<file path="src/rtl/alu_serial_ctrl.sv">
// Bit-serial sequencer for the 1-bit ALU slice: latches operands, walks them LSB first
// through the slice while chaining the carry, then assembles the result and C/Z/O/S flags.
module alu_serial_ctrl #(
    parameter int WIDTH = 8
) (
    input  logic             clk,
    input  logic             rst_n,
    input  logic             start,
    input  logic [WIDTH-1:0] a,
    input  logic [WIDTH-1:0] b,
    input  logic [2:0]       opsel,
    input  logic             mode,
    output logic             busy,
    output logic             done,
    output logic [WIDTH-1:0] result,
    output logic             c_flag,
    output logic             z_flag,
    output logic             o_flag,
    output logic             s_flag,
    output logic             bit_op1,
    output logic             bit_op2,
    output logic [2:0]       bit_opsel,
    output logic             bit_mode,
    output logic             bit_cin,
    input  logic             bit_result,
    input  logic             bit_cout,
    output logic [1:0]       state_dbg
);
    localparam int IW = (WIDTH > 1) ? $clog2(WIDTH) : 1;
    localparam logic [2:0] OP_ADD  = 3'b000;
    localparam logic [2:0] OP_SUB  = 3'b001;
    localparam logic [2:0] OP_RSVD = 3'b111;

    typedef enum logic [1:0] {
        S_IDLE = 2'd0,
        S_RUN  = 2'd1,
        S_DONE = 2'd2
    } state_t;

    state_t           state_q, state_d;
    logic [IW-1:0]    idx_q, idx_d;
    logic [WIDTH-1:0] a_q, a_d, b_q, b_d;
    logic [2:0]       opsel_q, opsel_d;
    logic             mode_q, mode_d;
    logic             carry_q, carry_d;
    logic [WIDTH-1:0] result_q, result_d;
    logic             c_q, c_d, z_q, z_d, o_q, o_d, s_q, s_d;
    logic             busy_q, busy_d, done_q, done_d;

    logic             run;
    logic             arith;
    logic             res_bit;
    logic [WIDTH-1:0] res_upd;

    // Request handshake: start is a level sampled on every rising edge; it is accepted
    // only in IDLE or DONE (no ready output), and ignored without queuing while in RUN.
    always_comb begin
        state_d  = state_q;
        idx_d    = idx_q;
        a_d      = a_q;
        b_d      = b_q;
        opsel_d  = opsel_q;
        mode_d   = mode_q;
        carry_d  = carry_q;
        result_d = result_q;
        c_d      = c_q;
        z_d      = z_q;
        o_d      = o_q;
        s_d      = s_q;
        busy_d   = 1'b0;
        done_d   = 1'b0;

        arith   = (opsel_q == OP_ADD) || (opsel_q == OP_SUB);
        res_bit = (opsel_q == OP_RSVD) ? 1'b0 : bit_result;
        res_upd = result_q;
        res_upd[idx_q] = res_bit;

        case (state_q)
            S_RUN: begin
                result_d = res_upd;
                carry_d  = bit_cout;
                if (idx_q == IW'(WIDTH - 1)) begin
                    // carry_q is still the carry into the MSB here, bit_cout the carry out
                    state_d = S_DONE;
                    done_d  = 1'b1;
                    c_d     = arith & bit_cout;
                    o_d     = mode_q & arith & (carry_q ^ bit_cout);
                    z_d     = ~|res_upd;
                    s_d     = res_upd[WIDTH-1];
                end else begin
                    busy_d = 1'b1;
                    idx_d  = idx_q + 1'b1;
                end
            end
            default: begin
                state_d = S_IDLE;
                if (start) begin
                    state_d  = S_RUN;
                    busy_d   = 1'b1;
                    a_d      = a;
                    b_d      = b;
                    opsel_d  = opsel;
                    mode_d   = mode;
                    idx_d    = '0;
                    carry_d  = (opsel == OP_SUB);
                    result_d = '0;
                    c_d      = 1'b0;
                    z_d      = 1'b0;
                    o_d      = 1'b0;
                    s_d      = 1'b0;
                end
            end
        endcase
    end

    always_ff @(posedge clk or negedge rst_n) begin
        if (!rst_n) begin
            state_q  <= S_IDLE;
            idx_q    <= '0;
            a_q      <= '0;
            b_q      <= '0;
            opsel_q  <= '0;
            mode_q   <= 1'b0;
            carry_q  <= 1'b0;
            result_q <= '0;
            c_q      <= 1'b0;
            z_q      <= 1'b0;
            o_q      <= 1'b0;
            s_q      <= 1'b0;
            busy_q   <= 1'b0;
            done_q   <= 1'b0;
        end else begin
            state_q  <= state_d;
            idx_q    <= idx_d;
            a_q      <= a_d;
            b_q      <= b_d;
            opsel_q  <= opsel_d;
            mode_q   <= mode_d;
            carry_q  <= carry_d;
            result_q <= result_d;
            c_q      <= c_d;
            z_q      <= z_d;
            o_q      <= o_d;
            s_q      <= s_d;
            busy_q   <= busy_d;
            done_q   <= done_d;
        end
    end

    // Slice inputs are only driven while walking the bits; quiet zero otherwise.
    assign run       = (state_q == S_RUN);
    assign bit_op1   = run & a_q[idx_q];
    assign bit_op2   = run & b_q[idx_q];
    assign bit_opsel = run ? opsel_q : 3'b000;
    assign bit_mode  = run & mode_q;
    assign bit_cin   = run & carry_q;

    assign busy      = busy_q;
    assign done      = done_q;
    assign result    = result_q;
    assign c_flag    = c_q;
    assign z_flag    = z_q;
    assign o_flag    = o_q;
    assign s_flag    = s_q;
    assign state_dbg = state_q;
endmodule

</file>
<file path="config.mk">
export PLATFORM = sky130hd
export DESIGN_NAME = alu_serial_ctrl
export DESIGN_NICKNAME = d
export VERILOG_FILES = /design/src/rtl/alu_serial_ctrl.sv
export SDC_FILE = /design/constraint.sdc
export NUM_CORES = 1
export LEC_CHECK = 0
export BUFFER_PORTS_ARGS = -buffer_cell sky130_fd_sc_hd__buf_2
export CORE_ASPECT_RATIO = 1.25
export CORE_MARGIN = 10
export CORE_UTILIZATION = 39
export CTS_CLUSTER_DIAMETER = 120
export DETAILED_ROUTE_END_ITERATION = 8
export PLACE_DENSITY_LB_ADDON = 0.15
export REMOVE_ABC_BUFFERS = 1
export SYNTH_ARGS = -nofsm -noshare
export SYNTH_HDL_FRONTEND = slang
export SYNTH_SLANG_ARGS = --single-unit
</file>
<file path="constraint.sdc">
create_clock -name clk -period 2.3 [get_ports clk]
set_clock_uncertainty 0.15 [all_clocks]
set_input_delay 0.23 -clock clk [delete_from_list [all_inputs] [get_ports clk]]
set_output_delay 0.23 -clock clk [all_outputs]
set_load 0.1 [all_outputs]
</file>
==> results of run 1 <==
[path summary, 6_finish.rpt]
| path | start | end | slack, ps | cells after the start |
|---|---|---|---|---|
| max | idx_q[0]$_DFFE_PN0P_ | bit_op1 | 170 | 4 |
| min in group asynchronous | rst_n | result[1]$_DFFE_PN0P_ | 450 | 2 |
| max reg2reg | idx_q[1]$_DFFE_PN0P_ | idx_q[0]$_DFFE_PN0P_ | 350 | 5 |
| min reg2reg | z_flag$_DFFE_PN0P_ | z_flag$_DFFE_PN0P_ | 340 | 1 |
| min | b[3] | b_q[3]$_DFFE_PN0P_ | 20 | 2 |
| max in group asynchronous | rst_n | idx_q[0]$_DFFE_PN0P_ | 950 | 2 |
[state kept, by name, summed over array words and instances, names as in the netlist, 2 cells and up]
register and count:
result 8, opsel_q 3, state_dbg 2, b_q 8
idx_q 3, a_q 8
[layer usage]
metal,share of wire,up-vias
met5,0,-
met4,0.0099,0
met3,0.073,5
met2,0.50,51
met1,0.42,713
li1,-,711
[final cells by class]
class	count	area [sq um]
fillers	461	2440
flip-flops and latches	40	1000
multi-input cells	118	873
repair buffers	52	305
clock buffers	8	90.1
well taps	60	75.1
inverters	4	15.0
[worst max-delay path: stages (launching register included)]
cell and delay, ps:
dfrtp_2 440, mux4_2 500, o21ai_0 160, a21oi_1 80, clkbuf_4 280
[cells in the mapped netlist, drive strengths merged]
library cell / count / area share
o41ai: 1 / 0.0045
clkbuf: 2 / 0.0038
nor2: 9 / 0.017
a21o: 1 / 0.0038
a32o: 1 / 0.0051
nand4: 4 / 0.013
o211ai: 1 / 0.0038
or2b: 1 / 0.0045
nand2: 6 / 0.011
ha: 2 / 0.013
inv: 4 / 0.0077
mux2i: 5 / 0.026
nor4: 1 / 0.0032
mux4: 1 / 0.011
nor2b: 3 / 0.013
mux2: 21 / 0.12
nand3b: 4 / 0.015
a22o: 3 / 0.015
and2: 10 / 0.033
a31o: 1 / 0.0045
o21ai: 16 / 0.041
o22ai: 2 / 0.0064
or3b: 2 / 0.010
or2: 1 / 0.0045
o2bb2ai: 1 / 0.0045
xor2: 1 / 0.0045
a21oi: 12 / 0.031
buf: 9 / 0.035
dfrtp: 40 / 0.51
a22oi: 1 / 0.0038
nor3b: 1 / 0.0038
nand3: 5 / 0.013
a31oi: 1 / 0.0032
[per-stage QoR]
| stage | utilization | hold WS (ps) |
|---|---|---|
| 3_3_place_gp | 0.469 | 243 |
| 3_5_place_dp | 0.469 | 269 |
| 5_1_grt | 0.492 | 5.89 |
| 6_report | 0.492 | 20.4 |
| 4_1_cts | 0.490 | 10.5 |
| 2_1_floorplan | - | -216 |
[cell families after synthesis]
group                    count (synthesis)
buffers and inverters                   15
adder cells (fa/ha/maj)                  2
AO/OA/AOI/OAI                           41
XOR/XNOR                                 1
multiplexers                            27
AND/OR/NAND/NOR                         47
flip-flops                              40
[repair_timing]
| item | in CTS | in global routing |
|---|---|---|
| endpoints found under the hold margin | 40 | 0 |
| endpoints found under the setup margin | 0 | 2 |
| gates resized for setup | 0 | 4 |
| hold buffers | 1 | 0 |
==> out/qor.txt, run 1 <==
clock sink total = 40
design area = 0.00236 sq mm
Routed WL = 4430 um
yosys warns = 0
final worst slack = 166 ps
max_slew headroom = 0.410
die width = 83.4 um
# H-tree levels = 2
Final Wtd Congestion = 0.801
leading cell type in the layout, fill and taps excluded = buf_2
Num CTS Buffers = 5
Clock Tree Root = clkbuf_8
largest net degree at the start of global routing = 41
Layout Cells excl Fill = 282
final hold violations = 0
Compound-Gate Fraction of Synth Area = 0.126
vias = 1480
minimum clock period = 2130 ps
gr busiest metal = met2
CP max FO = 7
remaining antenna violation count = 0
Post-Synth XOR/XNOR Area = 0.00446
die span in y = 99.3 um
gr usage total = 0.108
HPWL after DPL = 3370 um
clock-pin slew on the worst setup and hold paths = 70 ps
die footprint = 0.00828 sq mm
RSZ-0062 raised after global routing = no
Rows = 28
Post-CTS Setup Repair Bufs = 0
mapped cell area = 0.00196 sq mm
Synth Area in Simple Gates = 0.142
routing usage on met1 = 0.127
TNS Setup = 0 ps
met3 usage = 0.0441
CTS tree = yes
mean post-synth cell area = 11.3 sq um
ant diodes = 0
Clock Path Buffers = 2
# setup viols final = 0
Fmax achieved = 469 MHz
WP data arrival = 1750 ps
slew at the pin with the worst max-slew slack = 885 ps
Tcrit/Tclk final = 0.928
share of post-route cells with drive strength above 1 = 0.410
Initial DRT Pass Iterations = 4
Synth Register Bits = 40
Synth Area in Adders = 0.0128
Yosys cell types = 40
vias in the first global route = 1562
clock latency on the worst-skew pair = 290 ps
status = finished, final reports clean
drt drc = 0
first-pass GRT wire length = 7550 um
antenna violations before repair = 0
DR iter-0 viols = 73
Core ar. = 0.00480 sq mm
most frequent cells in the layout = buf_2, dfrtp_1, mux2_2
dpl cells = 273
Layout area overhead = 20.4%
Worst Setup End Kind = output pin
CP Launch Type = flip-flop
Max Slew Vio Count = 0
Worst Path Required = 1920 ps
worst hold path class = input pin to flip-flop
post-synthesis cell count = 173
I/O pins = 48
max_cap viols = 0
mux contribution to synthesized area = 0.158
M2 GR Usage = 0.176
Place WS = 358 ps
Initial Utilization = 0.409
Seq/Total Area, Yosys = 0.510
crit path kind = flip-flop to output pin
IO buf count = 47
Routed WL per cell = 15.7 um
largest family of logic cells by synthesized area = multiplexers
via/cell ratio = 5.25
gr ovfl total = 0
post-layout net count = 248
Placement Cell Area = 0.00225 sq mm
Power of run 1 is not shown: default switching activity piles up to over one toggle a cycle in this logic, so the estimate is an artifact.
==> run 2: changes to the inputs <==
--- a/config.mk
+++ b/config.mk
@@ -9,6 +9,7 @@
 export CORE_ASPECT_RATIO = 1.25
 export CORE_MARGIN = 10
 export CORE_UTILIZATION = 39
+export CTS_BUF_LIST = sky130_fd_sc_hd__clkbuf_8
 export CTS_CLUSTER_DIAMETER = 120
 export DETAILED_ROUTE_END_ITERATION = 8
 export PLACE_DENSITY_LB_ADDON = 0.15
==> run 2 against run 1 <==
  * Critical path depth unchanged
  * Worst hold slack about the same
  * Maximum frequency hardly changed
  * Worst setup slack is essentially flat
  * Wire length hardly changed
  * Critical endpoint unchanged
==> out/qor.txt, run 2 (synthesis gave the netlist of run 1 again) <==
max_slew headroom = 0.410
Worst Setup End Kind = output pin
die width = 83.4 um
Initial Utilization = 0.409
Final Wtd Congestion = 0.801
Rows = 28
DR iter-0 viols = 73
WP data arrival = 1750 ps
Clock Path Buffers = 2
vias in the first global route = 1562
CP Launch Type = flip-flop
crit path kind = flip-flop to output pin
Initial DRT Pass Iterations = 4
clock latency on the worst-skew pair = 290 ps
largest net degree at the start of global routing = 41
Max Slew Vio Count = 0
Core ar. = 0.00480 sq mm
worst hold path class = input pin to flip-flop
Num CTS Buffers = 5
minimum clock period = 2130 ps
Placement Cell Area = 0.00225 sq mm
die span in y = 99.3 um
# setup viols final = 0
Routed WL = 4430 um
design area = 0.00236 sq mm
via/cell ratio = 5.22
slew at the pin with the worst max-slew slack = 885 ps
Fmax achieved = 468 MHz
Tcrit/Tclk final = 0.928
max_cap viols = 0
ant diodes = 0
RSZ-0062 raised after global routing = no
HPWL after DPL = 3370 um
drt drc = 0
leading cell type in the layout, fill and taps excluded = buf_2
Post-CTS Setup Repair Bufs = 0
IO buf count = 47
clock-pin slew on the worst setup and hold paths = 70 ps
post-layout net count = 248
final hold violations = 0
Hold Path Depth = 2
first-pass GRT wire length = 7550 um
die footprint = 0.00828 sq mm
CP max FO = 7
share of post-route cells with drive strength above 1 = 0.410
I/O pins = 48
CTS tree = yes
antenna violations before repair = 0
Worst Path Required = 1920 ps
clock sink total = 40
status = finished, final reports clean
# H-tree levels = 2
remaining antenna violation count = 0
worst hold slack = 20.9 ps
Routed WL per cell = 15.7 um
vias = 1473
Clock Tree Root = clkbuf_8
gr ovfl total = 0
number of cells on the worst reg-to-reg path = 5
most frequent cells in the layout = buf_2, dfrtp_1, mux2_2
gr usage total = 0.108
Layout area overhead = 20.4%
[run 2: cell types whose count changed in the layout (fill, tap and decap cells not counted)]
cell	change
inv_1	+2
clkbuf_1	-2
[run 2: cell type report]
type / count / area [sq um]
fillers: 461 / 2440
flip-flops and latches: 40 / 1000
multi-input cells: 118 / 873
repair buffers: 52 / 305
clock buffers: 6 / 82.6
well taps: 60 / 75.1
inverters: 4 / 15.0
clock inverters: 2 / 7.51
[run 2: critical path, cell delays in order (launching register included)]
cell      delay [ps]
dfrtp_2          440
mux4_2           500
o21ai_0          160
a21oi_1           80
clkbuf_4         280
[run 2: per-layer routing]
metal / GRT usage / vias up / wire, um
met5: 0 / - / 0
met2: 0.176 / 42 / 2200
met3: 0.0441 / 5 / 290
met1: 0.127 / 715 / 1900
met4: 0.0323 / 0 / 44
li1: - / 711 / -
[run 2: final timing paths]
check,from,to,slack [ps]
max in group asynchronous,rst_n,idx_q[0]$_DFFE_PN0P_,950
worst max-delay path,idx_q[0]$_DFFE_PN0P_,bit_op1,170
worst max register to register,idx_q[1]$_DFFE_PN0P_,idx_q[0]$_DFFE_PN0P_,350
min in group asynchronous,rst_n,result[1]$_DFFE_PN0P_,450
worst min-delay path,b[3],b_q[3]$_DFFE_PN0P_,20
worst min register to register,z_flag$_DFFE_PN0P_,z_flag$_DFFE_PN0P_,340
[run 2: through the flow]
stage	worst slack (ps)	std cells	setup TNS [ps]	utilization
2_1_floorplan	-913	162	-6690	-
3_3_place_gp	385	273	0	0.469
3_5_place_dp	358	273	0	0.469
4_1_cts	44.0	282	0	0.490
5_1_grt	12.8	282	0	0.492
6_report	165	282	0	0.492
[run 2: what timing repair did]
| item | in CTS | in global routing |
|---|---|---|
| endpoints found under the hold margin | 40 | 0 |
| endpoints found under the setup margin | 0 | 2 |
| hold buffers | 1 | 0 |
| resized for setup | 0 | 4 |
Power of run 2 is left out for the same reason.
